==> config.mk <==
export PLATFORM = sky130hd
export DESIGN_NAME = axi_burst_splitter
export DESIGN_NICKNAME = d
export VERILOG_FILES = /design/src/rtl/axi_burst_splitter.sv
export SDC_FILE = /design/constraint.sdc
export NUM_CORES = 1
export LEC_CHECK = 0
export ABC_AREA = 1
export ABC_CLOCK_PERIOD_IN_PS = 3610
export CELL_PAD_IN_SITES_DETAIL_PLACEMENT = 2
export CELL_PAD_IN_SITES_GLOBAL_PLACEMENT = 2
export CORE_MARGIN = 2
export CORE_UTILIZATION = 21
export DETAILED_ROUTE_END_ITERATION = 10
export GPL_ROUTABILITY_DRIVEN = 0
export HOLD_SLACK_MARGIN = 0.06
export MAX_ROUTING_LAYER = met4
export PLACE_DENSITY = 0.85
export REMOVE_ABC_BUFFERS = 1
export SYNTH_ARGS = -nofsm -noshare
export SYNTH_HDL_FRONTEND = slang
export SYNTH_SLANG_ARGS = --single-unit
==> constraint.sdc <==
create_clock -name CPUNC_ACLK -period 3.61 [get_ports CPUNC_ACLK]
set_input_delay 0.722 -clock CPUNC_ACLK [delete_from_list [all_inputs] [get_ports CPUNC_ACLK]]
set_output_delay 0.722 -clock CPUNC_ACLK [all_outputs]
set_load 0.02 [all_outputs]
==> src/rtl/axi_burst_splitter.sv <==
// Replays upstream AXI bursts (FIXED/INCR/WRAP, LN 0..255) as single-beat transactions
// to a single-beat slave; write responses are merged into one B, read beats get RID/RLAST regenerated.
module axi_burst_splitter #(
    parameter int AXI_ADDR_WIDTH = 32,
    parameter int AXI_DATA_WIDTH = 32,
    parameter int AXI_MASK_WIDTH = AXI_DATA_WIDTH / 8
) (
    input  logic                      CPUNC_ACLK,
    input  logic                      CPUNC_ARESET,
    input  logic [7:0]                S_AWID,
    input  logic [AXI_ADDR_WIDTH-1:0] S_AWADDR,
    input  logic [7:0]                S_AWLN,
    input  logic [1:0]                S_AWBURST,
    input  logic                      S_AWVALID,
    output logic                      S_AWREADY,
    input  logic [AXI_DATA_WIDTH-1:0] S_WDATA,
    input  logic [AXI_MASK_WIDTH-1:0] S_WSTRB,
    input  logic                      S_WLAST,
    input  logic                      S_WVALID,
    output logic                      S_WREADY,
    output logic [7:0]                S_BID,
    output logic                      S_BRESP,
    output logic                      S_BVALID,
    input  logic                      S_BREADY,
    input  logic [7:0]                S_ARID,
    input  logic [AXI_ADDR_WIDTH-1:0] S_ARADDR,
    input  logic [7:0]                S_ARLN,
    input  logic [1:0]                S_ARBURST,
    input  logic                      S_ARVALID,
    output logic                      S_ARREADY,
    output logic [7:0]                S_RID,
    output logic [AXI_DATA_WIDTH-1:0] S_RDATA,
    output logic                      S_RRESP,
    output logic                      S_RLAST,
    output logic                      S_RVALID,
    input  logic                      S_RREADY,
    output logic [7:0]                M_AWID,
    output logic [AXI_ADDR_WIDTH-1:0] M_AWADDR,
    output logic [7:0]                M_AWLN,
    output logic                      M_AWVALID,
    input  logic                      M_AWREADY,
    output logic [AXI_DATA_WIDTH-1:0] M_WDATA,
    output logic [AXI_MASK_WIDTH-1:0] M_WSTRB,
    output logic                      M_WLAST,
    output logic                      M_WVALID,
    input  logic                      M_WREADY,
    input  logic                      M_BRESP,
    input  logic                      M_BVALID,
    output logic                      M_BREADY,
    output logic [7:0]                M_ARID,
    output logic [AXI_ADDR_WIDTH-1:0] M_ARADDR,
    output logic [7:0]                M_ARLN,
    output logic                      M_ARVALID,
    input  logic                      M_ARREADY,
    input  logic [AXI_DATA_WIDTH-1:0] M_RDATA,
    input  logic                      M_RRESP,
    input  logic                      M_RVALID,
    output logic                      M_RREADY
);

    localparam logic [1:0] BURST_FIXED = 2'b00;
    localparam logic [1:0] BURST_WRAP  = 2'b10;
    localparam logic [1:0] BURST_RSVD  = 2'b11;

    typedef enum logic [2:0] {W_IDLE, W_AADDR, W_WDATA, W_WRESP, W_BRSP, W_SINK} w_state_t;
    typedef enum logic [1:0] {R_IDLE, R_RADDR, R_RDATA, R_RSVD} r_state_t;

    w_state_t                  w_state;
    logic [7:0]                w_id;
    logic [AXI_ADDR_WIDTH-1:0] w_addr;
    logic [7:0]                w_ln;
    logic [1:0]                w_burst;
    logic [7:0]                w_cnt;
    logic                      w_err;

    r_state_t                  r_state;
    logic [7:0]                r_id;
    logic [AXI_ADDR_WIDTH-1:0] r_addr;
    logic [7:0]                r_ln;
    logic [1:0]                r_burst;
    logic [7:0]                r_cnt;

    // Beat address step; INCR never leaves its 4 KB page, WRAP stays in its (LN+1)*4 window.
    function automatic logic [AXI_ADDR_WIDTH-1:0] next_addr(
        input logic [AXI_ADDR_WIDTH-1:0] addr,
        input logic [7:0]                ln,
        input logic [1:0]                burst
    );
        logic [AXI_ADDR_WIDTH-1:0] incr_4k;
        logic [AXI_ADDR_WIDTH-1:0] mask;
        logic [AXI_ADDR_WIDTH-1:0] wrapped;
        incr_4k = {addr[AXI_ADDR_WIDTH-1:12], addr[11:0] + 12'd4};
        mask    = {{(AXI_ADDR_WIDTH-10){1'b0}}, ln, 2'b11};
        wrapped = (addr & ~mask) | ((addr + AXI_ADDR_WIDTH'(4)) & mask);
        if (burst == BURST_FIXED) begin
            return addr;
        end else if (burst == BURST_WRAP &&
                     (ln == 8'd1 || ln == 8'd3 || ln == 8'd7 || ln == 8'd15)) begin
            return wrapped;
        end
        return incr_4k;
    endfunction

    always_ff @(posedge CPUNC_ACLK) begin
        if (CPUNC_ARESET) begin
            w_state <= W_IDLE;
        end else begin
            case (w_state)
                W_IDLE: begin
                    if (S_AWVALID) begin
                        w_id    <= S_AWID;
                        w_addr  <= S_AWADDR;
                        w_ln    <= S_AWLN;
                        w_burst <= S_AWBURST;
                        w_cnt   <= 8'd0;
                        w_err   <= (S_AWBURST == BURST_RSVD);
                        w_state <= (S_AWBURST == BURST_RSVD) ? W_SINK : W_AADDR;
                    end
                end
                W_AADDR: begin
                    if (M_AWREADY) w_state <= W_WDATA;
                end
                W_WDATA: begin
                    if (S_WVALID && M_WREADY) begin
                        if (S_WLAST != (w_cnt == w_ln)) w_err <= 1'b1;
                        w_state <= W_WRESP;
                    end
                end
                W_WRESP: begin
                    if (M_BVALID) begin
                        if (M_BRESP) w_err <= 1'b1;
                        if (w_cnt == w_ln) begin
                            w_state <= W_BRSP;
                        end else begin
                            w_cnt   <= w_cnt + 8'd1;
                            w_addr  <= next_addr(w_addr, w_ln, w_burst);
                            w_state <= W_AADDR;
                        end
                    end
                end
                W_SINK: begin
                    if (S_WVALID) begin
                        if (w_cnt == w_ln) w_state <= W_BRSP;
                        else               w_cnt   <= w_cnt + 8'd1;
                    end
                end
                W_BRSP: begin
                    if (S_BREADY) w_state <= W_IDLE;
                end
                default: w_state <= W_IDLE;
            endcase
        end
    end

    always_ff @(posedge CPUNC_ACLK) begin
        if (CPUNC_ARESET) begin
            r_state <= R_IDLE;
        end else begin
            case (r_state)
                R_IDLE: begin
                    if (S_ARVALID) begin
                        r_id    <= S_ARID;
                        r_addr  <= S_ARADDR;
                        r_ln    <= S_ARLN;
                        r_burst <= S_ARBURST;
                        r_cnt   <= 8'd0;
                        r_state <= (S_ARBURST == BURST_RSVD) ? R_RSVD : R_RADDR;
                    end
                end
                R_RADDR: begin
                    if (M_ARREADY) r_state <= R_RDATA;
                end
                R_RDATA: begin
                    if (M_RVALID && S_RREADY) begin
                        if (r_cnt == r_ln) begin
                            r_state <= R_IDLE;
                        end else begin
                            r_cnt   <= r_cnt + 8'd1;
                            r_addr  <= next_addr(r_addr, r_ln, r_burst);
                            r_state <= R_RADDR;
                        end
                    end
                end
                R_RSVD: begin
                    if (S_RREADY) begin
                        if (r_cnt == r_ln) r_state <= R_IDLE;
                        else               r_cnt   <= r_cnt + 8'd1;
                    end
                end
                default: r_state <= R_IDLE;
            endcase
        end
    end

    // Handshake signals are pure state decodes plus the opposite side's ready/valid.
    assign S_AWREADY = (w_state == W_IDLE);
    assign M_AWVALID = (w_state == W_AADDR);
    assign M_AWID    = w_id;
    assign M_AWADDR  = w_addr;
    assign M_AWLN    = 8'd0;
    assign M_WVALID  = (w_state == W_WDATA) && S_WVALID;
    assign M_WDATA   = S_WDATA;
    assign M_WSTRB   = S_WSTRB;
    assign M_WLAST   = 1'b1;
    assign S_WREADY  = ((w_state == W_WDATA) && M_WREADY) || (w_state == W_SINK);
    assign M_BREADY  = (w_state == W_WRESP);
    assign S_BVALID  = (w_state == W_BRSP);
    assign S_BID     = w_id;
    assign S_BRESP   = w_err;

    assign S_ARREADY = (r_state == R_IDLE);
    assign M_ARVALID = (r_state == R_RADDR);
    assign M_ARID    = r_id;
    assign M_ARADDR  = r_addr;
    assign M_ARLN    = 8'd0;
    assign M_RREADY  = (r_state == R_RDATA) && S_RREADY;
    assign S_RVALID  = ((r_state == R_RDATA) && M_RVALID) || (r_state == R_RSVD);
    assign S_RID     = r_id;
    assign S_RDATA   = (r_state == R_RDATA) ? M_RDATA : '0;
    assign S_RRESP   = (r_state == R_RDATA) ? M_RRESP : 1'b1;
    assign S_RLAST   = (r_cnt == r_ln);

endmodule
# After elaboration in Yosys (flattened, before gate mapping)
# Index checks and enable logic that the tools add are counted.
# W data, S select, Z words.
# totals
register_bits,122
out_inout_bits,194
word_cells,173
# classes
n_addsub,6
n_eq_ne,45
n_mux,62
n_bitwise,9
n_reduce_logical,36
# op_table
cell,n
$mux W32,13
$pmux W32 S2,2
$add A32 B3 Y32 const B,2
$and A32 B10 Y32,2
$and A32 B32 Y32,2
$mux W8,8
$not A10 Y32,2
$or A32 B32 Y32,2
$pmux W8 S3,2
$ne A2 B2 Y1 const B,16
$reduce_and A7 Y1,4
$mux W3,9
$add A12 B3 Y12 const B,2
$mux W1,19
$pmux W3 S6,1
$add A8 B1 Y8 const B,2
$eq A8 B1 Y1 const B,2
$eq A8 B2 Y1 const B,2
$eq A8 B3 Y1 const B,2
$eq A8 B4 Y1 const B,2
$eq A8 B8 Y1,2
$reduce_and A5 Y1,3
$eq A2 B2 Y1 const B,6
$mux W2,6
18 further kinds,45

# Depth between registers and ports, before layout
# depth
depth_word,15
ltp_mapped,11
ltp_nobuf,11

# Least setup slack after synthesis
# Ideal clock, no wire load.
# synth_timing
path_kind,input to register
start,input CPUNC_ARESET
end,register r_addr[12] (netlist: M_ARADDR[12]) (enable)
setup_ps,422
t_arrival_ps,2585
t_required_ps,3188
path_slack_ps,603
cell_stages,4
n_path_buf,1
path_cell_list,clkbuf_1 > inv_1 > nand3_1 > nor3_1
# synth_between
elab_chain_cells,2
# synth_lines
element,line_no,source
"start, declared",9,"input logic CPUNC_ARESET,"
$not A1 Y1 (no line),--,
$reduce_and A7 Y1 (no line),--,
"end signal, assigned",179,"r_addr <= next_addr(r_addr, r_ln, r_burst);"
"end, declared",78,logic [AXI_ADDR_WIDTH-1:0] r_addr;
# No other way between the ends.
# A chain may end at the register's enable or synchronous reset.

# Final worst setup path
# layout_timing
start,register r_cnt[4]
end,output S_RLAST
# layout_between
elab_chain_cells,1
# layout_lines
element,line_no,source
"start, declared",81,logic [7:0] r_cnt;
"start signal, assigned",178,r_cnt <= r_cnt + 8'd1;
"start signal, assigned",187,else r_cnt <= r_cnt + 8'd1;
$eq A8 B8 Y1,221,assign S_RLAST = (r_cnt == r_ln);
"end, declared",34,"output logic S_RLAST,"
# No other way between the ends.

==> run metrics <==
xor and xnor area share after synthesis=2.68%; Synth Register Bits=122; antenna violations before repair=1; Die Span Y=185 µm; startpoint type of the worst setup path=flip-flop; Layout Skew=8.91 ps; crit path capture type=output pin; CP arrival=2560 ps; Die Footprint=0.0341 mm²; critical path class=flip-flop to output pin; DRT Wirelength=28400 µm; H-tree Lvls=4; hold buffers post-CTS=0; post-synthesis sequential area ratio=52.7%; Pleak=4.36 nW; Routed Antenna Nets=0; clk root buf=clkbuf_16; mux cell area share after synthesis=0%; num ports=377; Hold Path Class=flip-flop to flip-flop; Worst-Skew Late Latency=440 ps; CP bufs+invs=2; cell area after layout=0.0104 mm²; vias in the first global route=6969; clock slew at reported path FFs=60 ps; crit-path max cell delay=640 ps; status=finished clean; Cell Count, Final, Fillers Out=1507; Core Area=0.0324 mm²; Slew Limit Fails=0; Synth area leader=edfxtp_1; Yosys warning count=0; post-CTS setup buffer count=0; CP most frequent cell=nand2_1; setup ws final=324 ps; Placed Cells=1473; Tcrit/Tclk final=91.0%; Netlist cell types=40; Overflow after GRT=0; R2R setup slack=1290 ps; site row count=66; Peak VDD IR=0.383 mV; die width=185 µm; pre-CTS setup slack=415 ps; Worst Tran Pin Value=579 ps; Cells after Synth=803; Setup TNS=0 ps; Area growth syn-to-layout=52.4%; Port Buffers=287; largest cells by area after synthesis=edfxtp_1 51%, nor2_1 8.5%, buf_4 7.7%; TritonCTS clock tree=done; commonest non-fill, non-tap cell in the layout=clkdlybuf4s50_1; Mean Syn Cell Area=8.53 µm²; Synth async-reset ratio=0%; crit-path cells=xnor2_1, nand2_1, nor2_1, nand2_1, inv_2, clkdlybuf4s50_1; Adder-Cell Fraction of Synth Area=0.730%; final setup violation count=0; DR pass1 iterations=4; Max-Cap Viols=0; compound-cell area share of the yosys netlist=4.69%; dpl hpwl=22800 µm; Post-synth EDFFs=117; average via count per standard cell=4.17; Initial Utilization=21.2%; Cell Area, Placed=0.00985 mm²; Initial DRC Count=234; Synth Cell Area=0.00685 mm²; largest net degree at the start of global routing=44; Synth Area in Simple Gates=22.5%; gr usage total=17.1%; top_reg_cell synth=edfxtp_1; fmax=0.304 GHz; crit-path leading delay family=buffers and inverters; Crit Path Max Fanout=13; largest family of logic cells by synthesized area=simple AND/OR/NAND/NOR gates; Max transition margin=61.3%; share of the synthesized area in the top cell type=51.3%; CTS max path bufs=2; clk sinks=122; CTS resizes=0; DR vias=6287; final hold viol count=0; DRC=0; power per standard cell area=667 mW/mm²; Critical Path RT=2890 ps; DR WL/cell=18.9 µm; Nets=1237; first-pass GRT wire length=41500 µm; commonest cells after routing, fill and taps aside=284 x clkdlybuf4s50_1, 155 x nor2_1, 137 x inv_1, 137 x nand2_1, 117 x edfxtp_1; Final Util=32.3%; RSZ-0062 raised after global routing=no; CTS Buf Count=17; minimum clock period=3290 ps; layout cells sized above 1=6.40%; slowest stage cell, crit path=clkdlybuf4s50_1
[Yosys cell counts (all sizes together) (2+ instances only)]
library cell and n:
xor2 5, ha 4, a21oi 27, xnor2 16, nand3 34, dfxtp 5, o21ai 25, edfxtp 117
conb 2, buf 78, nand3b 6, nor3 15, inv 140, a211oi 2, nor2 160, nand4 6
nand2 144, clkbuf 9
[final timing paths]
path | startpoint | to | cells past startpoint
hold reg to reg | w_state[0]$_SDFFE_PP0P_ | w_state[0]$_SDFFE_PP0P_ | 4
setup reg to reg | r_cnt[3]$_SDFFCE_PN0P_ | M_ARADDR[10]$_DFFE_PP_ | 9
setup / recovery | r_cnt[4]$_SDFFCE_PN0P_ | S_RLAST | 6
hold / removal | w_state[0]$_SDFFE_PP0P_ | w_state[0]$_SDFFE_PP0P_ | 4
[area by class of cell]
type                            instances  area, µm²
Fill cell                            3663      21900
Clock buffer                           18        429
Clock inverter                         14        155
Multi-Input combinational cell        468       2180
Timing Repair Buffer                  300       2980
Tap cell                              442        553
Antenna cell                            2       5.00
Sequential cell                       122       3610
Inverter                              141        529
[metrics by stage]
step	power, mW	hold slack, ps
2_1_floorplan	3.76	564
4_1_cts	7.09	637
6_report	6.96	627
5_1_grt	7.37	649
3_3_place_gp	5.13	607
3_5_place_dp	5.27	623
[power by group]
group	total (mW)	leakage (nW)	switching [mW]	internal, mW
Combinational	2.86	2.94	1.72	1.14
Clock	1.75	0.276	0.676	1.07
Sequential	2.35	1.14	0.294	2.06
[per-layer routing]
layer | GRT usage, % | wire length [µm] | share of wire [%] | up-vias
met1 | 17.2 | 10700 | 38 | 3040
met2 | 29.1 | 13900 | 49 | 287
met5 | - | 0 | 0 | -
li1 | - | - | - | 2936
met3 | 7.90 | 3000 | 11 | 24
met4 | 6.29 | 769 | 2.7 | 0
[worst register-to-register path: stages, from the launching register on]
cell	delay, ps
edfxtp_1	490
inv_1	160
nand2_1	80
nand4_1	100
nor2_1	60
nand2_1	380
inv_2	150
nand2_1	140
nand3_2	210
nor2_1	250
[cell families (layout without fill, tap and decap cells)]
group                      after synthesis  in the layout
AOI/OAI and AO/OA                       59             59
xor gates and xnor gates                21             21
adders and majority gates                4              4
buffers and inverters                  228            473
DFF                                    122            122
other                                    2             19
and+or+nand+nor                        367            367
(Power assumes the default switching activity.)
